<file path="config.mk">
export PLATFORM = sky130hd
export DESIGN_NAME = axi_req_arbiter_flat
export DESIGN_NICKNAME = d
export VERILOG_FILES = /design/src/rtl/axi_req_arbiter_pkg.sv /design/src/rtl/axi_req_arbiter_if.sv /design/src/rtl/axi_req_arbiter_beat_counter.sv /design/src/rtl/axi_req_arbiter.sv /design/src/flat_wrapper.sv
export SDC_FILE = /design/constraint.sdc
export NUM_CORES = 1
export LEC_CHECK = 0
export CAP_MARGIN = 20
export CORE_UTILIZATION = 30
export CTS_CLUSTER_DIAMETER = 40
export CTS_CLUSTER_SIZE = 24
export DETAILED_ROUTE_END_ITERATION = 12
export GPL_TIMING_DRIVEN = 0
export PLACE_DENSITY = 0.73
export SLEW_MARGIN = 20
export SYNTH_ARGS = -nofsm -noshare
export SYNTH_HDL_FRONTEND = slang
export SYNTH_HIERARCHICAL = 1
export SYNTH_SLANG_ARGS = --single-unit
</file>
<file path="constraint.sdc">
create_clock -name clk -period 8.8 [get_ports clk]
set_input_delay 1.32 -clock clk [delete_from_list [all_inputs] [get_ports clk]]
set_output_delay 1.32 -clock clk [all_outputs]
set_load 0.01 [all_outputs]
</file>
<file path="src/rtl/axi_req_arbiter_pkg.sv">
// Shared state encoding, default parameters and beat-index helper for the
// instruction/data AXI request arbiter.
package axi_req_arbiter_pkg;

   localparam int INST_BEATS_DEF   = 8;
   localparam int STARVE_LIMIT_DEF = 4;

   typedef enum logic [1:0] {
      ST_IDLE    = 2'd0,
      ST_RD_INST = 2'd1,
      ST_RD_DATA = 2'd2,
      ST_WRITE   = 2'd3
   } arb_state_e;

   function automatic logic [3:0] last_beat_idx(input int beats);
      return 4'(beats - 1);
   endfunction

endpackage

</file>
<file path="src/rtl/axi_req_arbiter_if.sv">
// Requester and AXI-side signal bundle of the arbiter; the arbiter takes the
// slave view, the surrounding system drives through the master view.
interface axi_req_arbiter_if;

   logic        inst_req_i;
   logic [31:0] inst_addr_i;
   logic        inst_gnt_o;
   logic        data_rreq_i;
   logic [31:0] data_raddr_i;
   logic        data_wreq_i;
   logic [31:0] data_waddr_i;
   logic [31:0] data_wdata_i;
   logic        data_wdone_o;
   logic        rvalid_inst_o;
   logic        rvalid_data_o;
   logic [31:0] rdata_o;
   logic        axi_ren_o;
   logic [31:0] axi_raddr_o;
   logic [3:0]  axi_rlen_o;
   logic        axi_rvalid_i;
   logic [31:0] axi_rdata_i;
   logic        axi_wen_o;
   logic [31:0] axi_waddr_o;
   logic [31:0] axi_wdata_o;
   logic        axi_bvalid_i;

   modport slave (
      input  inst_req_i, inst_addr_i, data_rreq_i, data_raddr_i,
             data_wreq_i, data_waddr_i, data_wdata_i,
             axi_rvalid_i, axi_rdata_i, axi_bvalid_i,
      output inst_gnt_o, data_wdone_o, rvalid_inst_o, rvalid_data_o, rdata_o,
             axi_ren_o, axi_raddr_o, axi_rlen_o,
             axi_wen_o, axi_waddr_o, axi_wdata_o
   );

   modport master (
      output inst_req_i, inst_addr_i, data_rreq_i, data_raddr_i,
             data_wreq_i, data_waddr_i, data_wdata_i,
             axi_rvalid_i, axi_rdata_i, axi_bvalid_i,
      input  inst_gnt_o, data_wdone_o, rvalid_inst_o, rvalid_data_o, rdata_o,
             axi_ren_o, axi_raddr_o, axi_rlen_o,
             axi_wen_o, axi_waddr_o, axi_wdata_o
   );

endinterface

</file>
<file path="src/rtl/axi_req_arbiter_beat_counter.sv">
// ICache refill beat counter with last-beat compare; wraps to zero on the
// final beat so every refill starts from beat 0.
module axi_req_arbiter_beat_counter
   import axi_req_arbiter_pkg::*;
#(
   parameter int BEATS = INST_BEATS_DEF
) (
   input  logic clk,
   input  logic rst,
   input  logic beat_en,
   output logic beat_last
);

   localparam logic [3:0] LAST_IDX = last_beat_idx(BEATS);

   logic [3:0] count_r;

   // Beat count register, cleared when the last beat is accepted.
   always_ff @(posedge clk or posedge rst) begin
      if (rst) begin
         count_r <= 4'd0;
      end else if (beat_en) begin
         count_r <= beat_last ? 4'd0 : count_r + 4'd1;
      end
   end

   assign beat_last = (count_r == LAST_IDX);

endmodule

</file>
<file path="src/rtl/axi_req_arbiter.sv">
// Single-outstanding AXI arbiter between ICache refills and data reads/writes.
// Optional ICache starvation guard enabled by macro ARB_STARVE_GUARD_EN.
module axi_req_arbiter
   import axi_req_arbiter_pkg::*;
#(
   parameter int INST_BEATS   = INST_BEATS_DEF,
   parameter int STARVE_LIMIT = STARVE_LIMIT_DEF
) (
   input  logic              clk,
   input  logic              rst,
   axi_req_arbiter_if.slave  bus
);

   localparam logic [3:0] INST_RLEN = last_beat_idx(INST_BEATS);

   arb_state_e  state_r;
   arb_state_e  state_s;
   logic        grant_inst_s;
   logic        grant_rd_s;
   logic        grant_wr_s;
   logic        inst_prio_s;
   logic        beat_en_s;
   logic        beat_last_s;
   logic        inst_gnt_r;
   logic [31:0] raddr_r;
   logic [3:0]  rlen_r;
   logic [31:0] waddr_r;
   logic [31:0] wdata_r;

`ifdef ARB_STARVE_GUARD_EN
   localparam logic [2:0] STARVE_LIM = 3'(STARVE_LIMIT);

   logic [2:0] starve_r;

   // Count data grants that bypass a waiting ICache refill; saturates at 7.
   always_ff @(posedge clk or posedge rst) begin
      if (rst) begin
         starve_r <= 3'd0;
      end else if (!bus.inst_req_i || grant_inst_s) begin
         starve_r <= 3'd0;
      end else if ((grant_rd_s || grant_wr_s) && (starve_r != 3'd7)) begin
         starve_r <= starve_r + 3'd1;
      end
   end

   assign inst_prio_s = (starve_r >= STARVE_LIM);
`else
   assign inst_prio_s = 1'b0;
`endif

   // IDLE arbitration: write > read > refill unless the refill has been starved.
   always_comb begin
      grant_inst_s = 1'b0;
      grant_rd_s   = 1'b0;
      grant_wr_s   = 1'b0;
      if (state_r == ST_IDLE) begin
         if (inst_prio_s && bus.inst_req_i) begin
            grant_inst_s = 1'b1;
         end else if (bus.data_wreq_i) begin
            grant_wr_s = 1'b1;
         end else if (bus.data_rreq_i) begin
            grant_rd_s = 1'b1;
         end else if (bus.inst_req_i) begin
            grant_inst_s = 1'b1;
         end else begin
            grant_inst_s = 1'b0;
         end
      end else begin
         grant_inst_s = 1'b0;
      end
   end

   assign beat_en_s = (state_r == ST_RD_INST) && bus.axi_rvalid_i;

   axi_req_arbiter_beat_counter #(
      .BEATS     (INST_BEATS)
   ) u_beat_counter (
      .clk       (clk),
      .rst       (rst),
      .beat_en   (beat_en_s),
      .beat_last (beat_last_s)
   );

   // Next-state logic; every transaction returns through IDLE for one cycle.
   always_comb begin
      state_s = state_r;
      case (state_r)
         ST_IDLE: begin
            if (grant_wr_s) begin
               state_s = ST_WRITE;
            end else if (grant_rd_s) begin
               state_s = ST_RD_DATA;
            end else if (grant_inst_s) begin
               state_s = ST_RD_INST;
            end else begin
               state_s = ST_IDLE;
            end
         end
         ST_RD_INST: begin
            if (beat_en_s && beat_last_s) begin
               state_s = ST_IDLE;
            end else begin
               state_s = ST_RD_INST;
            end
         end
         ST_RD_DATA: begin
            if (bus.axi_rvalid_i) begin
               state_s = ST_IDLE;
            end else begin
               state_s = ST_RD_DATA;
            end
         end
         ST_WRITE: begin
            if (bus.axi_bvalid_i) begin
               state_s = ST_IDLE;
            end else begin
               state_s = ST_WRITE;
            end
         end
         default: begin
            state_s = ST_IDLE;
         end
      endcase
   end

   // State register.
   always_ff @(posedge clk or posedge rst) begin
      if (rst) begin
         state_r <= ST_IDLE;
      end else begin
         state_r <= state_s;
      end
   end

   // Capture request address/data at grant so requesters may change them later.
   always_ff @(posedge clk or posedge rst) begin
      if (rst) begin
         inst_gnt_r <= 1'b0;
         raddr_r    <= 32'd0;
         rlen_r     <= 4'd0;
         waddr_r    <= 32'd0;
         wdata_r    <= 32'd0;
      end else begin
         inst_gnt_r <= grant_inst_s;
         if (grant_inst_s) begin
            raddr_r <= bus.inst_addr_i;
            rlen_r  <= INST_RLEN;
         end else if (grant_rd_s) begin
            raddr_r <= bus.data_raddr_i;
            rlen_r  <= 4'd0;
         end
         if (grant_wr_s) begin
            waddr_r <= bus.data_waddr_i;
            wdata_r <= bus.data_wdata_i;
         end
      end
   end

   assign bus.inst_gnt_o    = inst_gnt_r;
   assign bus.axi_ren_o     = (state_r == ST_RD_INST) || (state_r == ST_RD_DATA);
   assign bus.axi_wen_o     = (state_r == ST_WRITE);
   assign bus.axi_raddr_o   = raddr_r;
   assign bus.axi_rlen_o    = rlen_r;
   assign bus.axi_waddr_o   = waddr_r;
   assign bus.axi_wdata_o   = wdata_r;
   assign bus.rdata_o       = bus.axi_rdata_i;
   assign bus.rvalid_inst_o = (state_r == ST_RD_INST) && bus.axi_rvalid_i;
   assign bus.rvalid_data_o = (state_r == ST_RD_DATA) && bus.axi_rvalid_i;
   assign bus.data_wdone_o  = (state_r == ST_WRITE) && bus.axi_bvalid_i;

endmodule

</file>
<file path="src/flat_wrapper.sv">
// flat-port wrapper written by rule: the top's interface ports become plain ports
module axi_req_arbiter_flat import axi_req_arbiter_pkg::*;
#(
   parameter int INST_BEATS   = INST_BEATS_DEF,
   parameter int STARVE_LIMIT = STARVE_LIMIT_DEF
)
  (clk, rst, bus_inst_req_i, bus_inst_addr_i, bus_data_rreq_i, bus_data_raddr_i, bus_data_wreq_i, bus_data_waddr_i, bus_data_wdata_i, bus_axi_rvalid_i, bus_axi_rdata_i, bus_axi_bvalid_i, bus_inst_gnt_o, bus_data_wdone_o, bus_rvalid_inst_o, bus_rvalid_data_o, bus_rdata_o, bus_axi_ren_o, bus_axi_raddr_o, bus_axi_rlen_o, bus_axi_wen_o, bus_axi_waddr_o, bus_axi_wdata_o);
  axi_req_arbiter_if bus_i ();
  input  logic clk;
  input  logic rst;
  input wire logic [$bits(bus_i.inst_req_i)-1:0] bus_inst_req_i;
  input wire logic [$bits(bus_i.inst_addr_i)-1:0] bus_inst_addr_i;
  input wire logic [$bits(bus_i.data_rreq_i)-1:0] bus_data_rreq_i;
  input wire logic [$bits(bus_i.data_raddr_i)-1:0] bus_data_raddr_i;
  input wire logic [$bits(bus_i.data_wreq_i)-1:0] bus_data_wreq_i;
  input wire logic [$bits(bus_i.data_waddr_i)-1:0] bus_data_waddr_i;
  input wire logic [$bits(bus_i.data_wdata_i)-1:0] bus_data_wdata_i;
  input wire logic [$bits(bus_i.axi_rvalid_i)-1:0] bus_axi_rvalid_i;
  input wire logic [$bits(bus_i.axi_rdata_i)-1:0] bus_axi_rdata_i;
  input wire logic [$bits(bus_i.axi_bvalid_i)-1:0] bus_axi_bvalid_i;
  output wire logic [$bits(bus_i.inst_gnt_o)-1:0] bus_inst_gnt_o;
  output wire logic [$bits(bus_i.data_wdone_o)-1:0] bus_data_wdone_o;
  output wire logic [$bits(bus_i.rvalid_inst_o)-1:0] bus_rvalid_inst_o;
  output wire logic [$bits(bus_i.rvalid_data_o)-1:0] bus_rvalid_data_o;
  output wire logic [$bits(bus_i.rdata_o)-1:0] bus_rdata_o;
  output wire logic [$bits(bus_i.axi_ren_o)-1:0] bus_axi_ren_o;
  output wire logic [$bits(bus_i.axi_raddr_o)-1:0] bus_axi_raddr_o;
  output wire logic [$bits(bus_i.axi_rlen_o)-1:0] bus_axi_rlen_o;
  output wire logic [$bits(bus_i.axi_wen_o)-1:0] bus_axi_wen_o;
  output wire logic [$bits(bus_i.axi_waddr_o)-1:0] bus_axi_waddr_o;
  output wire logic [$bits(bus_i.axi_wdata_o)-1:0] bus_axi_wdata_o;
  assign bus_i.inst_req_i = bus_inst_req_i;
  assign bus_i.inst_addr_i = bus_inst_addr_i;
  assign bus_i.data_rreq_i = bus_data_rreq_i;
  assign bus_i.data_raddr_i = bus_data_raddr_i;
  assign bus_i.data_wreq_i = bus_data_wreq_i;
  assign bus_i.data_waddr_i = bus_data_waddr_i;
  assign bus_i.data_wdata_i = bus_data_wdata_i;
  assign bus_i.axi_rvalid_i = bus_axi_rvalid_i;
  assign bus_i.axi_rdata_i = bus_axi_rdata_i;
  assign bus_i.axi_bvalid_i = bus_axi_bvalid_i;
  assign bus_inst_gnt_o = bus_i.inst_gnt_o;
  assign bus_data_wdone_o = bus_i.data_wdone_o;
  assign bus_rvalid_inst_o = bus_i.rvalid_inst_o;
  assign bus_rvalid_data_o = bus_i.rvalid_data_o;
  assign bus_rdata_o = bus_i.rdata_o;
  assign bus_axi_ren_o = bus_i.axi_ren_o;
  assign bus_axi_raddr_o = bus_i.axi_raddr_o;
  assign bus_axi_rlen_o = bus_i.axi_rlen_o;
  assign bus_axi_wen_o = bus_i.axi_wen_o;
  assign bus_axi_waddr_o = bus_i.axi_waddr_o;
  assign bus_axi_wdata_o = bus_i.axi_wdata_o;
  axi_req_arbiter #(.INST_BEATS(INST_BEATS), .STARVE_LIMIT(STARVE_LIMIT)) u_core (.clk(clk), .rst(rst), .bus(bus_i));
endmodule
</file>
* Word-level counts from Yosys, hierarchy flattened
Cells that the tools add are included.
** Word-level totals
- Latch bits :: 0
- Memories kept :: 0
- Memory bits (writable) :: 0
- Logic and storage cells :: 40
- Bits in registers :: 107
- Output and inout bits :: 138
- Bits in read-only memories :: 0
** Operators by class
- Multiplexer cells :: 21
- Multiply operators :: 0
- Eq/ne operators :: 4
- Bitwise gates (word level) :: 0
- Divide/modulo/power cells :: 0
- Order comparisons :: 0
- Reduce and logical (&&, ||, !) cells :: 7
- $add $sub $neg :: 1
- Shifts and indexed selects :: 0
** Operators with widths (number)
- 32-bit 2-to-1 mux :: 2
- 4-bit 2-to-1 mux :: 3
- 1-bit 2-to-1 mux :: 11
- 2-bit 2-to-1 mux :: 4
- 2-bit one-hot mux with 4 select lines :: 1
- 4-bit by 1-bit adder with 4-bit output, second input constant :: 1
- 2-bit equality test, second input constant :: 2
- 4-bit by 3-bit equality test with 1-bit output, second input constant :: 1
- 1-bit logical AND :: 4
- 2-bit by 1-bit equality test with 1-bit output, second input constant :: 1
- 2-bit zero test :: 1
- 2-bit nonzero test :: 1
- 1-bit logical OR :: 1

* Depth between registers and ports, before layout
Gate-level depths: netlist of run 1.
- Depth after elaboration :: 8
- Depth in mapped cells :: 7
- Mapped depth without buffers :: 5

* Cells and area by module
Netlist of run 1, hierarchy kept.
** By module, submodules not included
- axi_req_arbiter :: instances 1, area each 4304.1 sq um, cells an instance 343
- axi_req_arbiter_beat_counter :: instances 1, area each 187.7 sq um, cells an instance 16

* Worst setup path after synthesis of run 1
No wires, ideal clock.
- Path type :: in2out
- Start :: in bus_axi_rvalid_i
- End :: out bus_rvalid_inst_o
- Setup slack :: 5930 ps
- Arrival time :: 1550 ps
- Path buffers :: 0
- Stages :: 1
- Required time :: 7480 ps
- Cell sequence :: and2_1
** On the way
- Word-level cells in the longest chain between the ends :: 1
** RTL lines
- start: declaration :: line flat_wrapper.sv:18 : input wire logic [$bits(bus_i.axi_rvalid_i)-1:0] bus_axi_rvalid_i;
- 1-bit logical AND :: line axi_req_arbiter.sv:167 : assign bus.rvalid_inst_o = (state_r == ST_RD_INST) && bus.axi_rvalid_i;
- end: declaration :: line flat_wrapper.sv:23 : output wire logic [$bits(bus_i.rvalid_inst_o)-1:0] bus_rvalid_inst_o;
Every way passes these cells.

* Final worst setup path of run 1
Ends and elaborated chain as after synthesis.

==> results of run 1 <==
flip-flops by register name, indices dropped and copies added, names as in the netlist:
register / count
u_core/bus.axi_waddr_o: 32
u_core/bus.axi_wdata_o: 32
u_core/u_beat_counter/count_r: 4
u_core/state_r: 2
u_core/bus.inst_gnt_o: 1
u_core/bus.axi_raddr_o: 32
u_core/bus.axi_rlen_o: 1
layout make-up:
type / count / area, µm² / area share, %
Sequential cell: 104 / 2600 / 33.6
Timing Repair Buffer: 272 / 2740 / 35.3
Inverter: 6 / 27.5 / 0.355
Tap cell: 184 / 230 / 2.97
Multi-Input combinational cell: 193 / 1450 / 18.7
Clock buffer: 10 / 229 / 2.95
Buffer: 56 / 418 / 5.39
Clock inverter: 5 / 56.3 / 0.726
per-layer routing:
| layer | vias to the layer above | track usage [%] | wire (µm) | part of all wire [%] |
|---|---|---|---|---|
| met5 | - | 0 | 0 | 0 |
| met1 | 1849 | 18.9 | 5000 | 37 |
| met4 | 0 | 7.30 | 235 | 1.8 |
| met2 | 175 | 33.5 | 7230 | 54 |
| li1 | 1779 | - | - | - |
| met3 | 16 | 4.08 | 875 | 6.6 |
per-stage QoR:
stage	setup WS [ps]	total power [mW]	instance area [µm²]	util (%)	hold slack, ps
final	4810	2.41	7750	53.1	494
after global routing	4750	2.56	7750	53.1	512
after CTS	4790	2.44	7750	53.1	499
after detailed placement	4790	2.04	7470	51.2	483
after global placement	3390	2.00	7430	51.0	472
after floorplan	4860	1.36	4490	-	459
cells by family after synthesis:
| family | after synthesis |
|---|---|
| xor gates and xnor gates | 1 |
| adders and majority gates | 5 |
| muxes | 66 |
| other | 1 |
| and+or+nand+nor | 50 |
| DFF | 104 |
| buffers and inverters | 62 |
| AOI/OAI and AO/OA | 70 |
path summary, 6_finish.rpt:
kind | from | to | slack (ps) | depth (start not counted)
worst max-delay path | bus_axi_rvalid_i | bus_rvalid_inst_o | 4810 | 3
worst min-delay path | u_core/bus.axi_wdata_o[1] | u_core/bus.axi_wdata_o[1] | 490 | 1
worst max register to register | u_core/state_r[0] | u_core/bus.axi_raddr_o[31] | 7010 | 6
worst min register to register | u_core/bus.axi_wdata_o[1] | u_core/bus.axi_wdata_o[1] | 490 | 1
max in group asynchronous | rst | u_core/bus.axi_waddr_o[5] | 6810 | 3
min in group asynchronous | rst | u_core/u_beat_counter/count_r[3] | 1290 | 2
critical path, delay by kind of cell:
kind / cells / cell delay (ps)
simple gates: 1 / 260
buf+inv: 2 / 1090
power by group:
part	leakage (nW)	switching [mW]	internal (mW)	total (mW)
logic	1.89	0.453	0.717	1.17
clock network	0.139	0.172	0.219	0.391
registers	1.21	0.130	0.720	0.849
cells in the final DEF (no fill, tap or decap):
| cell | Yosys | routed |
|---|---|---|
| sky130_fd_sc_hd__clkdlybuf4s50_1 | 0 | 271 |
| sky130_fd_sc_hd__dfrtp_1 | 104 | 104 |
| sky130_fd_sc_hd__mux2_2 | 57 | 57 |
| sky130_fd_sc_hd__buf_4 | 38 | 38 |
| sky130_fd_sc_hd__a21oi_1 | 35 | 35 |
| sky130_fd_sc_hd__nor2_1 | 33 | 33 |
| sky130_fd_sc_hd__o22ai_1 | 32 | 32 |
| sky130_fd_sc_hd__buf_2 | 10 | 10 |
| sky130_fd_sc_hd__clkbuf_16 | 0 | 9 |
| sky130_fd_sc_hd__mux2_1 | 9 | 9 |
| sky130_fd_sc_hd__buf_6 | 7 | 7 |
| sky130_fd_sc_hd__inv_1 | 6 | 5 |
| sky130_fd_sc_hd__ha_1 | 5 | 5 |
| sky130_fd_sc_hd__nor2b_1 | 3 | 3 |
| sky130_fd_sc_hd__and2_1 | 3 | 3 |
| sky130_fd_sc_hd__inv_6 | 0 | 2 |
| sky130_fd_sc_hd__clkinv_2 | 0 | 2 |
| sky130_fd_sc_hd__clkbuf_1 | 1 | 2 |
| sky130_fd_sc_hd__nand2_1 | 2 | 2 |
| sky130_fd_sc_hd__nand2b_1 | 2 | 2 |
| sky130_fd_sc_hd__bufinv_16 | 0 | 1 |
| sky130_fd_sc_hd__clkinvlp_4 | 0 | 1 |
| sky130_fd_sc_hd__nand2_4 | 1 | 1 |
| sky130_fd_sc_hd__or2_1 | 1 | 1 |
| sky130_fd_sc_hd__nand3b_1 | 1 | 1 |
| sky130_fd_sc_hd__nand4bb_1 | 1 | 1 |
| sky130_fd_sc_hd__a211oi_1 | 1 | 1 |
| sky130_fd_sc_hd__o21ai_1 | 1 | 1 |
| sky130_fd_sc_hd__nor3_1 | 1 | 1 |
| sky130_fd_sc_hd__conb_1 | 1 | 1 |
| sky130_fd_sc_hd__buf_16 | 0 | 1 |
| sky130_fd_sc_hd__and3b_1 | 1 | 1 |
| sky130_fd_sc_hd__o21ai_0 | 1 | 1 |
| sky130_fd_sc_hd__xnor2_1 | 1 | 1 |
| sky130_fd_sc_hd__nand4_1 | 1 | 1 |
==> flow_results.xml, run 1 <==
<?xml version="1.0" encoding="UTF-8"?>
<metrics>
  <group name="die">
    <metric name="die_y" unit="µm">124</metric>
    <metric name="fp-row-count" unit="">44</metric>
    <metric name="core_region_area" unit="µm²">14600</metric>
    <metric name="start_util" unit="%">30.8</metric>
    <metric name="floorplan.io_pins" unit="">305</metric>
    <metric name="die-width" unit="µm">124</metric>
    <metric name="die_area" unit="µm²">15500</metric>
  </group>
  <group name="timing">
    <metric name="min_period_over_period" unit="%">45.4</metric>
    <metric name="setup_total_negative_slack" unit="ps">0</metric>
    <metric name="clock-skew-final" unit="ps">6.59</metric>
    <metric name="report.final.setup_viol" unit="">0</metric>
    <metric name="max_clock_freq" unit="MHz">251</metric>
    <metric name="layout_min_cycle_time" unit="ps">3990</metric>
    <metric name="report.final.hold_viol_count" unit="">0</metric>
    <metric name="final_max_slew_viol_count" unit="">0</metric>
    <metric name="grt_setup_unrepaired" unit="">no</metric>
  </group>
  <group name="route">
    <metric name="antenna_violating_nets_post_route" unit="">0</metric>
    <metric name="firstDrtPassIters" unit="">4</metric>
    <metric name="vias" unit="">3819</metric>
    <metric name="postRouteWirelength" unit="mm">13.3</metric>
    <metric name="detail_route.iter0.violations" unit="">167</metric>
    <metric name="drcViolationCount" unit="">0</metric>
    <metric name="routedWlPerCell" unit="µm">16.1</metric>
    <metric name="post_drt_via_cell_ratio" unit="">4.60</metric>
  </group>
  <group name="layout">
    <metric name="finalNetCount" unit="">814</metric>
    <metric name="share_of_final_layout_standard_cells_stronger_than_drive_strength_1" unit="%">20.0</metric>
    <metric name="insertedDiodeCount" unit="">0</metric>
    <metric name="area_growth_syn_to_layout" unit="%">72.6</metric>
    <metric name="layout.filler_cells" unit="">1242</metric>
    <metric name="stdcell_count" unit="">830</metric>
  </group>
  <group name="synth">
    <metric name="post_synth_fa_ha_maj_area_fraction" unit="%">1.39</metric>
    <metric name="synth-xor-area-share" unit="%">0.195</metric>
    <metric name="post_synth_num_cell_types" unit="">28</metric>
    <metric name="synth.avg_cell_area" unit="µm²">12.5</metric>
    <metric name="synth_async_sr_flop_share" unit="%">100</metric>
    <metric name="syn_area" unit="µm²">4490</metric>
    <metric name="post_synthesis_mux_area_share" unit="%">16.5</metric>
    <metric name="synthesized_area_fraction_occupied_by_ao_oa_aoi_and_oai_cells" unit="%">8.75</metric>
    <metric name="ys_seq_elements" unit="">104</metric>
    <metric name="number_of_enable_flip_flop_cells_after_synthesis" unit="">0</metric>
    <metric name="synth.yosys.seq_area_share" unit="%">57.9</metric>
    <metric name="combinational_family_with_the_most_area_after_synthesis" unit="">multiplexers</metric>
    <metric name="mappedNetlistNets" unit="">531</metric>
    <metric name="synth_top_area_share" unit="%">57.9</metric>
    <metric name="synth-warning-count" unit="">6</metric>
    <metric name="ys.flop_type" unit="">sky130_fd_sc_hd__dfrtp_1</metric>
    <metric name="top_cells_by_area_synth" unit="">sky130_fd_sc_hd__dfrtp_1, sky130_fd_sc_hd__mux2_2, sky130_fd_sc_hd__buf_4</metric>
    <metric name="netlist_top_cells_count" unit="">sky130_fd_sc_hd__dfrtp_1, sky130_fd_sc_hd__mux2_2, sky130_fd_sc_hd__buf_4</metric>
    <metric name="post-synth-top-area-cell" unit="">sky130_fd_sc_hd__dfrtp_1</metric>
    <metric name="synth_simple_gate_area_share" unit="%">5.29</metric>
    <metric name="yosys.cell_count.top_type" unit="">sky130_fd_sc_hd__dfrtp_1</metric>
    <metric name="synth_cells" unit="">359</metric>
  </group>
  <group name="critical_path">
    <metric name="critPathRequiredTime" unit="ps">7480</metric>
    <metric name="critical-path-top-cell-by-count" unit="">sky130_fd_sc_hd__clkdlybuf4s50_1</metric>
    <metric name="cp-end-kind" unit="">output port</metric>
    <metric name="slowest_stage" unit="">sky130_fd_sc_hd__clkdlybuf4s50_1</metric>
    <metric name="cp_cell_sequence" unit="">clkdlybuf4s50_1 &gt; and2_1 &gt; clkdlybuf4s50_1</metric>
    <metric name="cp-start-kind" unit="">input pin</metric>
    <metric name="cp_arrival" unit="ps">2670</metric>
    <metric name="timing.setup.critical_path_class" unit="">input pin to output port</metric>
    <metric name="worstPathMaxFanout" unit="">6</metric>
    <metric name="timing.critical_path.slowest_cell_delay" unit="ps">570</metric>
  </group>
  <group name="clocking">
    <metric name="cts-resized-gates" unit="">0</metric>
    <metric name="numCtsBuffers" unit="">9</metric>
    <metric name="clock-sinks" unit="">104</metric>
    <metric name="clockRootBuffer" unit="">sky130_fd_sc_hd__clkbuf_16</metric>
    <metric name="cts_tree" unit="">yes</metric>
    <metric name="post_cts_setup_buffer_count" unit="">0</metric>
    <metric name="max-clock-path-buffers" unit="">2</metric>
    <metric name="clock_slew_at_the_register_clock_pins_of_the_worst_setup_and_hold_paths" unit="ps">70</metric>
    <metric name="insertion_delay" unit="ps">340</metric>
    <metric name="postCtsHoldBufs" unit="">0</metric>
    <metric name="cts.htree.levels" unit="">3</metric>
  </group>
  <group name="global_route">
    <metric name="first_global_vias" unit="">4187</metric>
    <metric name="gr-total-overflow" unit="">0</metric>
    <metric name="global_route_wire_length_before_repair" unit="mm">21.6</metric>
    <metric name="grt_usage" unit="%">17.8</metric>
    <metric name="grt_max_degree" unit="">63</metric>
    <metric name="grt_antenna_before_repair" unit="">0</metric>
  </group>
  <group name="place">
    <metric name="place_hpwl" unit="mm">10.6</metric>
    <metric name="port_buffers" unit="">271</metric>
    <metric name="gp_congestion" unit="">0.755</metric>
    <metric name="cell_count_after_placement" unit="">815</metric>
  </group>
  <group name="flow_run">
    <metric name="cap_violations" unit="">0</metric>
  </group>
  <group name="hold_path">
    <metric name="hold_path.class" unit="">flip-flop to flip-flop</metric>
  </group>
  <group name="pwr">
    <metric name="power_density" unit="nW/µm²">311</metric>
    <metric name="p_leak" unit="nW">3.24</metric>
    <metric name="vdd.ir_drop.worst" unit="V">0.000152</metric>
  </group>
  <group name="run_status">
    <metric name="status" unit="">completed</metric>
  </group>
</metrics>
No activity file was read; power rests on OpenSTA's default activity.
==> run 2, diff against run 1 <==
clock period = 4 ns   (was 8.8 ns; I/O delays follow)
==> results of run 2 <==
Same layout as run 1 (identical final DEF). Status: completed.
Main changes from that run: setup slack after placement 4790 ps -> 1430 ps; setup slack after layout 4810 ps -> 1450 ps; register-to-register setup slack 7010 ps -> 2210 ps; total power 2.41 mW -> 5.30 mW; worst IR drop on VDD 0.000152 V -> 0.000334 V
==> run 3, diff against run 2 <==
PLACE_DENSITY = 0.75   (was 0.73)
clock period = 2.1 ns   (was 4 ns; I/O delays follow)
==> run 3 against run 2 <==
Core utilization is 0.69 points higher. Non-clock buffer count rose by 2. Combinational power increased by 91%. Final area rose by 1.3%. Power grew 96%.
==> flow_results.xml, run 3 (synthesis gave the netlist of run 1 again) <==
<?xml version="1.0" encoding="UTF-8"?>
<metrics>
  <group name="place">
    <metric name="gp_congestion" unit="">0.746</metric>
    <metric name="cell_count_after_placement" unit="">817</metric>
    <metric name="dpl_cell_area" unit="µm²">7500</metric>
    <metric name="place_hpwl" unit="mm">10.7</metric>
    <metric name="port_buffers" unit="">271</metric>
  </group>
  <group name="critical_path">
    <metric name="critPathRequiredTime" unit="ps">1780</metric>
    <metric name="worstPathMaxFanout" unit="">3</metric>
    <metric name="cp_cell_sequence" unit="">inv_1 &gt; ha_1 &gt; and2_1 &gt; clkdlybuf4s50_1</metric>
    <metric name="timing.critical_path.slowest_cell_delay" unit="ps">540</metric>
    <metric name="cp-start-kind" unit="">flip-flop</metric>
    <metric name="worstReg2RegStart" unit="">u_core/state_r[0]</metric>
    <metric name="cp_arrival" unit="ps">1650</metric>
    <metric name="slowest_stage" unit="">sky130_fd_sc_hd__clkdlybuf4s50_1</metric>
    <metric name="timing.setup.critical_path_class" unit="">flip-flop to output port</metric>
    <metric name="cp-end-kind" unit="">output port</metric>
    <metric name="worst_setup_path_startpoint" unit="">u_core/state_r[0]</metric>
  </group>
  <group name="layout">
    <metric name="stdcell_count" unit="">833</metric>
    <metric name="mostFrequentLayoutCell" unit="">sky130_fd_sc_hd__clkdlybuf4s50_1</metric>
    <metric name="mostFrequentLayoutCells" unit="">sky130_fd_sc_hd__clkdlybuf4s50_1, sky130_fd_sc_hd__dfrtp_1, sky130_fd_sc_hd__mux2_2</metric>
    <metric name="insertedDiodeCount" unit="">0</metric>
    <metric name="finalNetCount" unit="">816</metric>
    <metric name="finish.utilization" unit="%">53.8</metric>
    <metric name="final_area" unit="µm²">7850</metric>
    <metric name="share_of_final_layout_standard_cells_stronger_than_drive_strength_1" unit="%">20.6</metric>
    <metric name="layout.filler_cells" unit="">1262</metric>
    <metric name="area_growth_syn_to_layout" unit="%">74.8</metric>
  </group>
  <group name="route">
    <metric name="post_drt_via_cell_ratio" unit="">4.62</metric>
    <metric name="firstDrtPassIters" unit="">4</metric>
    <metric name="antenna_violating_nets_post_route" unit="">0</metric>
    <metric name="detail_route.iter0.violations" unit="">120</metric>
    <metric name="drcViolationCount" unit="">0</metric>
    <metric name="routedWlPerCell" unit="µm">16.3</metric>
    <metric name="vias" unit="">3849</metric>
    <metric name="postRouteWirelength" unit="mm">13.6</metric>
  </group>
  <group name="pwr">
    <metric name="vdd.ir_drop.worst" unit="V">0.000540</metric>
    <metric name="power_density" unit="nW/µm²">1330</metric>
    <metric name="p_leak" unit="nW">3.29</metric>
    <metric name="sw_frac_of_total" unit="%">30.5</metric>
    <metric name="cellInternalPower" unit="mW">7.23</metric>
    <metric name="power.switching" unit="mW">3.18</metric>
    <metric name="power.total" unit="mW">10.4</metric>
    <metric name="power.share.combinational" unit="%">47.1</metric>
    <metric name="power.clock.fraction" unit="%">18.9</metric>
    <metric name="pwr-share-seq" unit="%">34.0</metric>
  </group>
  <group name="global_route">
    <metric name="global_route_wire_length_before_repair" unit="mm">21.5</metric>
    <metric name="gr-total-overflow" unit="">0</metric>
    <metric name="grt_antenna_before_repair" unit="">0</metric>
    <metric name="grtUsageMet3" unit="%">6.06</metric>
    <metric name="grt_usage" unit="%">17.6</metric>
    <metric name="grtUsageMet1" unit="%">18.7</metric>
    <metric name="grt_max_degree" unit="">31</metric>
    <metric name="first_global_vias" unit="">4188</metric>
    <metric name="grt.busiest_layer" unit="">met2</metric>
    <metric name="globalRouteMet2Util" unit="%">31.7</metric>
  </group>
  <group name="clocking">
    <metric name="post_cts_setup_buffer_count" unit="">0</metric>
    <metric name="clock_slew_at_the_register_clock_pins_of_the_worst_setup_and_hold_paths" unit="ps">70</metric>
    <metric name="insertion_delay" unit="ps">340</metric>
    <metric name="cts.htree.levels" unit="">3</metric>
    <metric name="max-clock-path-buffers" unit="">2</metric>
    <metric name="numCtsBuffers" unit="">9</metric>
    <metric name="clock-sinks" unit="">104</metric>
    <metric name="clockRootBuffer" unit="">sky130_fd_sc_hd__clkbuf_16</metric>
    <metric name="cts_tree" unit="">yes</metric>
  </group>
  <group name="flow_run">
    <metric name="cap_violations" unit="">0</metric>
  </group>
  <group name="timing">
    <metric name="grt_setup_unrepaired" unit="">no</metric>
    <metric name="max_clock_freq" unit="MHz">509</metric>
    <metric name="report.final.setup_viol" unit="">0</metric>
    <metric name="final_max_slew_viol_count" unit="">0</metric>
    <metric name="layout_min_cycle_time" unit="ps">1960</metric>
    <metric name="clock-skew-final" unit="ps">3.22</metric>
    <metric name="min_period_over_period" unit="%">93.5</metric>
    <metric name="setup_total_negative_slack" unit="ps">0</metric>
    <metric name="report.final.hold_viol_count" unit="">0</metric>
  </group>
  <group name="run_status">
    <metric name="status" unit="">completed</metric>
  </group>
  <group name="die">
    <metric name="floorplan.io_pins" unit="">305</metric>
    <metric name="die_y" unit="µm">124</metric>
    <metric name="start_util" unit="%">30.8</metric>
    <metric name="core_region_area" unit="µm²">14600</metric>
    <metric name="fp-row-count" unit="">44</metric>
    <metric name="die_area" unit="µm²">15500</metric>
    <metric name="die-width" unit="µm">124</metric>
  </group>
  <group name="hold_path">
    <metric name="hold_path.class" unit="">input pin to asynchronous set/reset pin</metric>
  </group>
</metrics>
==> run 3: worst max-delay path: cells and delay by family (launching register included) <==
kind | cells | cell delay [ps]
buf+inv | 2 | 630
flops | 1 | 410
fa+ha+maj | 1 | 150
simple gates | 1 | 110
==> run 3: metal layers <==
| metal | vias up | wire [µm] |
|---|---|---|
| li1 | 1780 | - |
| met1 | 1837 | 5170 |
| met2 | 211 | 6890 |
| met3 | 21 | 1250 |
| met4 | 0 | 265 |
| met5 | - | 0 |
==> run 3: layout make-up <==
class | instances | area [µm²] | area share (%)
clock inverters | 6 | 115 | 1.47
inverters | 6 | 26.3 | 0.335
multi-input cells | 193 | 1450 | 18.5
well taps | 184 | 230 | 2.93
repair buffers | 274 | 2770 | 35.3
clock buffers | 10 | 239 | 3.04
plain buffers | 56 | 418 | 5.32
flip-flops and latches | 104 | 2600 | 33.1
==> run 3: power groups by stage <==
stage | Sequential (mW) | Clock, mW | Combinational [mW]
after floorplan | 3.99 | 0 | 1.70
after global placement | 3.52 | 0 | 4.83
after detailed placement | 3.58 | 0 | 4.97
after CTS | 3.55 | 2.03 | 4.98
after global routing | 3.67 | 2.10 | 5.24
final | 3.54 | 1.96 | 4.91
==> run 3: through the flow <==
step	hold WS, ps	worst slack (ps)
after floorplan	81.1	595
after detailed placement	480	114
after global placement	475	-414
after CTS	232	111
final	246	136
after global routing	279	80.0
==> run 3: worst paths after layout <==
check / endpoint / slack (ps) / cells past startpoint
worst min register to register: u_core/bus.axi_wdata_o[0] / 490 / 1
worst min-delay path: u_core/u_beat_counter/count_r[3] / 250 / 2
max in group asynchronous: u_core/bus.axi_waddr_o[28] / 1040 / 4
worst max-delay path: bus_rvalid_data_o / 140 / 4
min in group clk: u_core/bus.axi_wdata_o[0] / 490 / 1
worst max register to register: u_core/bus.axi_raddr_o[27] / 330 / 6
==> run 3: what timing repair did <==
item / CTS / global route
endpoints found under the setup margin: 1 / 0
hold buffers: 0 / 0
gates resized for setup: 2 / 0
